File: config.mk
export PLATFORM = sky130hd
export DESIGN_NAME = rs232_tx_arbiter
export DESIGN_NICKNAME = d
export VERILOG_FILES = /design/src/rtl/rs232_arb_pkg.sv /design/src/rtl/rr_pick.sv /design/src/rtl/rs232_tx_arbiter.sv
export SDC_FILE = /design/constraint.sdc
export NUM_CORES = 1
export LEC_CHECK = 0
export CAP_MARGIN = 20
export CORE_ASPECT_RATIO = 0.75
export CORE_MARGIN = 2
export CORE_UTILIZATION = 43
export DETAILED_ROUTE_END_ITERATION = 8
export GPL_TIMING_DRIVEN = 0
export PLACE_DENSITY = 0.86
export SLEW_MARGIN = 0
export SYNTH_ARGS = -nofsm -noshare
export SYNTH_HDL_FRONTEND = slang
export SYNTH_SLANG_ARGS = --single-unit
File: constraint.sdc
create_clock -name clk -period 4.61 [get_ports clk]
set_input_delay 0.922 -clock clk [delete_from_list [all_inputs] [get_ports clk]]
set_output_delay 0.922 -clock clk [all_outputs]
set_load 0.02 [all_outputs]
File: src/rtl/rs232_arb_pkg.sv
// Shared definitions for the RS-232 transmit arbiter: state encoding,
// default end-of-message word and a constant clog2 helper.
package rs232_arb_pkg;

    typedef enum logic [1:0] {
        ARB  = 2'd0,
        SEND = 2'd1,
        HOLD = 2'd2
    } arb_state_t;

    localparam logic [31:0] EOM_DEFAULT = 32'h0000_000A;

    function automatic int clog2(input int n);
        int r;
        r = 0;
        while ((1 << r) < n) begin
            r = r + 1;
        end
        return r;
    endfunction

endpackage

File: src/rtl/rr_pick.sv
// Combinational round-robin selector: first request at or after ptr, wrapping.
module rr_pick
    import rs232_arb_pkg::*;
#(
    parameter int N_REQ = 4
) (
    input  logic [N_REQ-1:0]        req,
    input  logic [clog2(N_REQ)-1:0] ptr,
    output logic                    valid,
    output logic [clog2(N_REQ)-1:0] winner
);

    localparam int PW = clog2(N_REQ);

    logic [PW-1:0] idx;

    // Scan from the farthest candidate back to ptr so the nearest one wins.
    always_comb begin
        valid  = 1'b0;
        winner = '0;
        idx    = '0;
        for (int k = N_REQ - 1; k >= 0; k--) begin
            idx = PW'((int'(ptr) + k) % N_REQ);
            if (req[idx]) begin
                valid  = 1'b1;
                winner = idx;
            end
        end
    end

endmodule

File: src/rtl/rs232_tx_arbiter.sv
// Round-robin, message-locked arbiter sharing one UART tx stream between
// several stb/ack producers; a granted producer keeps the UART until EOM or idle timeout.
//
//  state | meaning
//  ------+-----------------------------------------------------------------
//  ARB   | pick the next requester round-robin from ptr, latch its word
//  SEND  | present the latched word to the UART until it is acked
//  HOLD  | wait for the next word of the locked requester, or time out
module rs232_tx_arbiter
    import rs232_arb_pkg::*;
#(
    parameter int                 N_REQ   = 4,
    parameter int                 WIDTH   = 32,
    parameter logic [WIDTH-1:0]   EOM     = WIDTH'(EOM_DEFAULT),
    parameter int                 LOCK    = 1,
    parameter int                 TIMEOUT = 1024
) (
    input  logic                     clk,
    input  logic                     rst,
    input  logic [N_REQ*WIDTH-1:0]   input_in,
    input  logic [N_REQ-1:0]         input_in_stb,
    output logic [N_REQ-1:0]         input_in_ack,
    output logic [WIDTH-1:0]         output_out,
    output logic                     output_out_stb,
    input  logic                     output_out_ack,
    output logic [clog2(N_REQ)-1:0]  grant_id,
    output logic                     timeout_stb
);

    localparam int PW = clog2(N_REQ);
    localparam int CW = clog2(TIMEOUT);

    arb_state_t        state_q, state_d;
    logic [PW-1:0]     ptr_q, ptr_d;
    logic [PW-1:0]     gid_q, gid_d;
    logic [WIDTH-1:0]  data_q, data_d;
    logic [N_REQ-1:0]  ack_q, ack_d;
    logic [CW-1:0]     cnt_q, cnt_d;
    logic              tstb_q, tstb_d;

    logic              pick_valid;
    logic [PW-1:0]     pick_w;
    logic [PW-1:0]     ptr_after_gid;

    rr_pick #(
        .N_REQ (N_REQ)
    ) u_pick (
        .req    (input_in_stb),
        .ptr    (ptr_q),
        .valid  (pick_valid),
        .winner (pick_w)
    );

    assign ptr_after_gid = (gid_q == PW'(N_REQ - 1)) ? '0 : gid_q + 1'b1;

    always_ff @(posedge clk) begin
        if (rst) begin
            state_q <= ARB;
            ptr_q   <= '0;
            gid_q   <= '0;
            data_q  <= '0;
            ack_q   <= '0;
            cnt_q   <= '0;
            tstb_q  <= 1'b0;
        end else begin
            state_q <= state_d;
            ptr_q   <= ptr_d;
            gid_q   <= gid_d;
            data_q  <= data_d;
            ack_q   <= ack_d;
            cnt_q   <= cnt_d;
            tstb_q  <= tstb_d;
        end
    end

    always_comb begin
        state_d = state_q;
        ptr_d   = ptr_q;
        gid_d   = gid_q;
        data_d  = data_q;
        ack_d   = '0;
        cnt_d   = cnt_q;
        tstb_d  = 1'b0;
        case (state_q)
            ARB: begin
                if (pick_valid) begin
                    gid_d         = pick_w;
                    data_d        = input_in[pick_w*WIDTH +: WIDTH];
                    ack_d[pick_w] = 1'b1;
                    state_d       = SEND;
                end
            end
            SEND: begin
                if (output_out_ack) begin
                    if (LOCK == 0 || data_q == EOM) begin
                        ptr_d   = ptr_after_gid;
                        state_d = ARB;
                    end else begin
                        // Idle timer counts down; release fires on the edge it sits at zero.
                        cnt_d   = CW'(TIMEOUT - 1);
                        state_d = HOLD;
                    end
                end
            end
            HOLD: begin
                if (input_in_stb[gid_q]) begin
                    data_d        = input_in[gid_q*WIDTH +: WIDTH];
                    ack_d[gid_q]  = 1'b1;
                    state_d       = SEND;
                end else if (cnt_q == '0) begin
                    tstb_d  = 1'b1;
                    ptr_d   = ptr_after_gid;
                    state_d = ARB;
                end else begin
                    cnt_d = cnt_q - 1'b1;
                end
            end
            default: state_d = ARB;
        endcase
    end

    assign input_in_ack   = ack_q;
    assign output_out     = data_q;
    assign output_out_stb = (state_q == SEND);
    assign grant_id       = gid_q;
    assign timeout_stb    = tstb_q;

endmodule

==> impl_metrics.env, run 1 <==
export IMPL_status="finished, final reports clean"
export IMPL_row_count=27
export IMPL_ir_worst_vdd_mv=0.205
export IMPL_ys_flop_type="dfxtp_1"
export IMPL_syn_nets=469
export IMPL_gp_congestion=0.888
export IMPL_hp_class="reg2reg"
export IMPL_grtUsageMet1_pct=28.7
export IMPL_finalSetupViolations=0
export IMPL_dieWidth_um=106
export IMPL_vias=3347
export IMPL_cts_buffers=5
export IMPL_final_hold_viol_count=0
export IMPL_grt_pass1_wl_mm=16.5
export IMPL_ys_seq_elements=53
export IMPL_ff2ff_path_depth=6
export IMPL_drtPass1Iterations=4
export IMPL_die_area_um2=8530
export IMPL_numPortBuffers=174
export IMPL_clock_sinks=53
export IMPL_ys_types=49
export IMPL_via_per_inst=5.49
export IMPL_syn_instance_count=328
export IMPL_h_tree_depth=2
export IMPL_timing_rr_start="grant_id[1]"
export IMPL_timing_fmax_mhz=344
export IMPL_clk_pin_slew_ns=0.10
export IMPL_drive_gt1_share_pct=13.4
export IMPL_fin_util_pct=71.3
export IMPL_max_clock_path_buffers=2
export IMPL_cp_cell_sequence="clkdlybuf4s50_1 -> nor4_1 -> nand2_1 -> o21ai_0 -> or2_2 -> clkbuf_1 -> a21oi_1"
export IMPL_finClkSkew_ns=0.00947
export IMPL_grtUsageMet3_pct=6.33
export IMPL_grt_overflow=0
export IMPL_relSlewSlack_pct=52.4
export IMPL_cts_hold_fix_buffers=0
export IMPL_reg2reg_to="output_out[20]"
export IMPL_whs_path_depth=2
export IMPL_p_seq_share_pct=36.4
export IMPL_yosysSeqAreaShare_pct=31.6
export IMPL_combPwrFrac_pct=44.6
export IMPL_top_usage_layer="met2"
export IMPL_clock_latency_ns=0.31
export IMPL_cts_tree="built"
export IMPL_wire_per_inst_um=17.6
export IMPL_grt_usage_pct=24.5
export IMPL_first_iter_violations=187
export IMPL_worst_pin_slew_ns=0.708
export IMPL_fin_cells=610
export IMPL_syn_cell_area_um2=3350
export IMPL_slowest_delay_ns=0.69
export IMPL_clock_root_buffer="clkbuf_8"
export IMPL_slew_viol_final=0
export IMPL_min_from="output_out[31]"
export IMPL_regToRegSetupSlack_ns=2.39
export IMPL_ctsResizeCount=0
export IMPL_hpwl_mm=8.51
export IMPL_worst_setup_path_end_kind="flop"
export IMPL_cp_required_ns=4.78
export IMPL_drcViolationCount=0
export IMPL_grt_max_degree=16
export IMPL_fp_dieH_um=80.5
export IMPL_drv_cap=0
export IMPL_layout_common_cells="174 x clkdlybuf4s50_1, 65 x mux2i_1, 53 x dfxtp_1"
export IMPL_core_area_um2=7470
export IMPL_rsz0062_at_grt="false"
export IMPL_pwr_share_clk_pct=19.0
export IMPL_fillerInstances=601
export IMPL_grt_pass1_vias=3330
export IMPL_avgSynthCellArea_um2=10.2
export IMPL_use_met2_pct=45.2
export IMPL_num_antenna_cells=0
export IMPL_start_util_pct=44.9
export IMPL_fin_crit_sh_pct=63.0
export IMPL_p_per_area_nw_per_um2=308
export IMPL_cp_data_arrival_time_ns=3.07
export IMPL_total_leakage_power_uw=0.00188
export IMPL_area_growth_pct=58.8
export IMPL_internal_power_uw=1070
export IMPL_setup_tns_ns=0
export IMPL_path_class="in2reg"
export IMPL_async_flop_share_pct=0
export IMPL_postRouteAntennaNets=0
export IMPL_yosysWarnings=0
export IMPL_cts_setup_buffers=0
export IMPL_critPathSlowestCell="nor4_1"
export IMPL_swShare_pct=34.9
export IMPL_final_common_cell="clkdlybuf4s50_1"
export IMPL_ios=175
export IMPL_period_minus_slack_ns=2.90
export IMPL_finalWirelength_mm=10.7
export IMPL_cp_start_kind="primary input"
export IMPL_synth_edff_count=0
export IMPL_critPathMaxFanout=10
export IMPL_dp_cells=603
export IMPL_nNetsFinal=650
export IMPL_switchingPower_uw=572
export IMPL_worstHoldEndpoint="output_out[31]"
export IMPL_antenna_found_initial=0
[registers in the layout (all words and copies together), names as in the netlist]
signal,count
cnt_q,10
grant_id,2
timeout_stb,1
ptr_q,2
input_in_ack,4
state_q,2
output_out,32
[worst max-delay path, delay by kind of cell]
kind / cells / cell delay [ns]
buf+inv: 2 / 0.88
compound gates: 2 / 0.30
simple gates: 3 / 0.96
[how the worst max path moves through the flow]
stage	to	slack, ns	startpoint
2_1_floorplan	output_out[0]	2.17	input_in_stb[3]
3_3_place_gp	output_out[15]	1.47	input_in_stb[2]
3_5_place_dp	output_out[20]	1.39	input_in_stb[2]
4_1_cts	output_out[20]	1.71	input_in_stb[2]
5_1_grt	cnt_q[4]	1.49	input_in_stb[1]
6_report	cnt_q[4]	1.71	input_in_stb[1]
[synthesized netlist by cell type (all sizes together) (3+ instances only)]
library cell	count	area, um2
nand2	38	143
mux2i	65	651
inv	10	37.5
clkbuf	4	15.0
dfxtp	53	1060
nor3	9	67.6
nand4	9	56.3
nand3	3	15.0
nor2	13	51.3
o21ai	5	28.8
o221ai	32	474
nor4	9	56.3
buf	18	163
xor2	8	70.1
ha	6	75.1
nor2b	4	25.0
a21oi	13	65.1
[cell families after synthesis]
group,Yosys count,share of synthesized area [%]
AOI/OAI and AO/OA,68,23.1
xor gates and xnor gates,8,2.09
and+or+nand+nor,95,14.5
muxes,66,20.1
adders and majority gates,6,2.24
buffers and inverters,32,6.42
DFF,53,31.6
[power by group through the flow]
stage	sequential [uW]	clock, uW	combinational, uW
after floorplan	658	0	353
after global placement	601	0	714
after detailed placement	604	0	728
after CTS	595	315	733
after global routing	607	329	779
final	597	311	730
[metal layers]
layer / routed length, um / share of wire, %
met3: 847 / 7.9
met1: 4270 / 40
met5: 0 / 0
met4: 131 / 1.2
met2: 5480 / 51
[area by class of cell]
class                           instances  area (um2)  share of cell area, %
Inverter                               10        37.5                  0.705
Buffer                                 22         178                   3.34
Timing Repair Buffer                  174        1740                   32.7
Clock inverter                          2        35.0                  0.658
Clock buffer                            5        68.8                   1.29
Multi-Input combinational cell        243        2080                   39.0
Sequential cell                        53        1060                   19.9
Tap cell                              101         126                   2.37
[per-stage QoR]
step / area, um2 / hold WS (ns) / total power, uW / setup slack [ns]
after floorplan: 3350 / 0.457 / 1010 / 2.17
after global placement: 5220 / 0.473 / 1320 / 1.47
after detailed placement: 5220 / 0.481 / 1330 / 1.39
after CTS: 5330 / 0.507 / 1640 / 1.71
after global routing: 5330 / 0.539 / 1720 / 1.49
final: 5330 / 0.503 / 1640 / 1.71
(Power assumes the default switching activity.)
==> run 2: changes to the inputs <==
--- a/config.mk
+++ b/config.mk
@@ -8,10 +8,10 @@
 export CAP_MARGIN = 20
 export CORE_ASPECT_RATIO = 0.75
 export CORE_MARGIN = 2
-export CORE_UTILIZATION = 43
+export CORE_UTILIZATION = 40
 export DETAILED_ROUTE_END_ITERATION = 8
 export GPL_TIMING_DRIVEN = 0
-export PLACE_DENSITY = 0.86
+export PLACE_DENSITY = 0.81
 export SLEW_MARGIN = 0
 export SYNTH_ARGS = -nofsm -noshare
 export SYNTH_HDL_FRONTEND = slang
==> constraint.sdc (replaced) <==
create_clock -name clk -period 2.7 [get_ports clk]
set_input_delay 0.54 -clock clk [delete_from_list [all_inputs] [get_ports clk]]
set_output_delay 0.54 -clock clk [all_outputs]
set_load 0.02 [all_outputs]
==> impl_metrics.env, run 2 (same netlist as run 1, synthesis figures left out) <==
export IMPL_fin_area_um2=5310
export IMPL_hpwl_mm=8.49
export IMPL_holdWs_ns=0.495
export IMPL_ios=175
export IMPL_drv_cap=0
export IMPL_worst_pin_slew_ns=0.601
export IMPL_clock_latency_ns=0.30
export IMPL_postPlaceCellArea_um2=5230
export IMPL_timing_rr_start="grant_id[1]"
export IMPL_h_tree_depth=2
export IMPL_layout_common_cells="174 x clkdlybuf4s50_1, 65 x mux2i_1, 53 x dfxtp_1"
export IMPL_status="finished, final reports clean"
export IMPL_postRouteAntennaNets=0
export IMPL_relSlewSlack_pct=59.6
export IMPL_clock_sinks=53
export IMPL_hp_class="reg2reg"
export IMPL_cts_tree="built"
export IMPL_cp_required_ns=2.93
export IMPL_grt_usage_pct=22.7
export IMPL_path_class="in2reg"
export IMPL_worstHoldEndpoint="ptr_q[0]"
export IMPL_grt_max_degree=16
export IMPL_nNetsFinal=650
export IMPL_wire_per_inst_um=16.9
export IMPL_drtPass1Iterations=5
export IMPL_ctsResizeCount=0
export IMPL_period_minus_slack_ns=2.48
export IMPL_total_leakage_power_uw=0.00187
export IMPL_clock_root_buffer="clkbuf_8"
export IMPL_grt_pass1_vias=3351
export IMPL_worst_setup_path_end_kind="flop"
export IMPL_place_ws_ns=-0.114
export IMPL_vias=3313
export IMPL_timing_fmax_mhz=403
export IMPL_worst_slack_ns=0.221
export IMPL_regToRegSetupSlack_ns=0.51
export IMPL_max_clock_path_buffers=2
export IMPL_cp_data_arrival_time_ns=2.71
export IMPL_drcViolationCount=0
export IMPL_core_area_um2=8020
export IMPL_numPortBuffers=174
export IMPL_fin_cells=615
export IMPL_clk_pin_slew_ns=0.10
export IMPL_critPathMaxFanout=10
export IMPL_via_per_inst=5.39
export IMPL_ir_worst_vdd_mv=0.283
export IMPL_finalSetupViolations=0
export IMPL_start_util_pct=41.8
export IMPL_cts_buffers=5
export IMPL_grt_pass1_wl_mm=16.6
export IMPL_dieWidth_um=110
export IMPL_ff2ff_path_depth=6
export IMPL_min_from="ptr_q[0]"
export IMPL_final_hold_viol_count=0
export IMPL_fin_crit_sh_pct=91.8
export IMPL_largest_reg_flops=32
export IMPL_slew_viol_final=0
export IMPL_whs_path_depth=2
export IMPL_finClkSkew_ns=0.00905
export IMPL_reg2reg_to="output_out[31]"
export IMPL_first_iter_violations=93
export IMPL_cts_hold_fix_buffers=0
export IMPL_cts_setup_buffers=0
export IMPL_dp_cells=607
export IMPL_area_growth_pct=58.3
export IMPL_drive_gt1_share_pct=13.3
export IMPL_num_antenna_cells=0
export IMPL_die_area_um2=9140
export IMPL_rsz0062_at_grt="false"
export IMPL_finalWirelength_mm=10.4
export IMPL_final_common_cell="clkdlybuf4s50_1"
export IMPL_grt_overflow=0
export IMPL_row_count=28
export IMPL_fp_dieH_um=83.3
export IMPL_antenna_found_initial=0
export IMPL_p_per_area_nw_per_um2=508
export IMPL_cp_start_kind="primary input"
export IMPL_gp_congestion=0.825
==> run 2: cell count changes in the layout (fill, tap and decap cells not counted), sizes merged <==
cell / change
bufinv: -1
clkbuf: +1
clkinv: +1
==> run 2: worst max-delay path by stage <==
stage,from,to,slack (ns),depth (start not counted)
final,input_in_stb[1],output_out[0],0.22,7
after global routing,input_in_stb[1],cnt_q[1],0.08,7
after CTS,input_in_stb[2],output_out[31],0.21,7
after detailed placement,input_in_stb[2],output_out[17],-0.11,7
after global placement,input_in_stb[2],output_out[4],-0.04,7
after floorplan,grant_id[1],output_out[0],0.58,6
==> run 2: layout make-up <==
type / instances / area [um2]
buffer: 22 / 178
fill: 639 / 2710
tap: 105 / 131
inverter: 10 / 37.5
clock buffer: 6 / 72.6
clock inverter: 2 / 10.0
sequential: 53 / 1060
timing repair buffer: 174 / 1740
multi-input combinational: 243 / 2080
==> run 2: stage by stage <==
step / power [uW] / util (%) / setup TNS, ns
finish: 2700 / 66.2 / 0
global route: 2830 / 66.2 / 0
CTS: 2700 / 66.2 / 0
detailed placement: 2270 / 65.2 / -3.34
global placement: 2250 / 65.2 / -1.18
floorplan: 1730 / - / 0
==> run 2: power breakdown <==
group	internal [uW]	total, uW	switching [uW]
clock	181	440	259
sequential	907	1020	114
combinational	644	1240	592
==> run 2: routing by layer <==
metal | wire [um] | GRT usage (%)
met5 | 0 | 0
met4 | 124 | 4.26
met3 | 459 | 3.92
met2 | 5440 | 40.7
met1 | 4360 | 28.4
==> run 2: worst max-delay path: stages <==
cell and delay, ns:
clkdlybuf4s50_1 0.60, nor2_1 0.15, a2111oi_2 0.53, o21ai_2 0.17, a211o_4 0.41, buf_6 0.17, o221ai_2 0.13
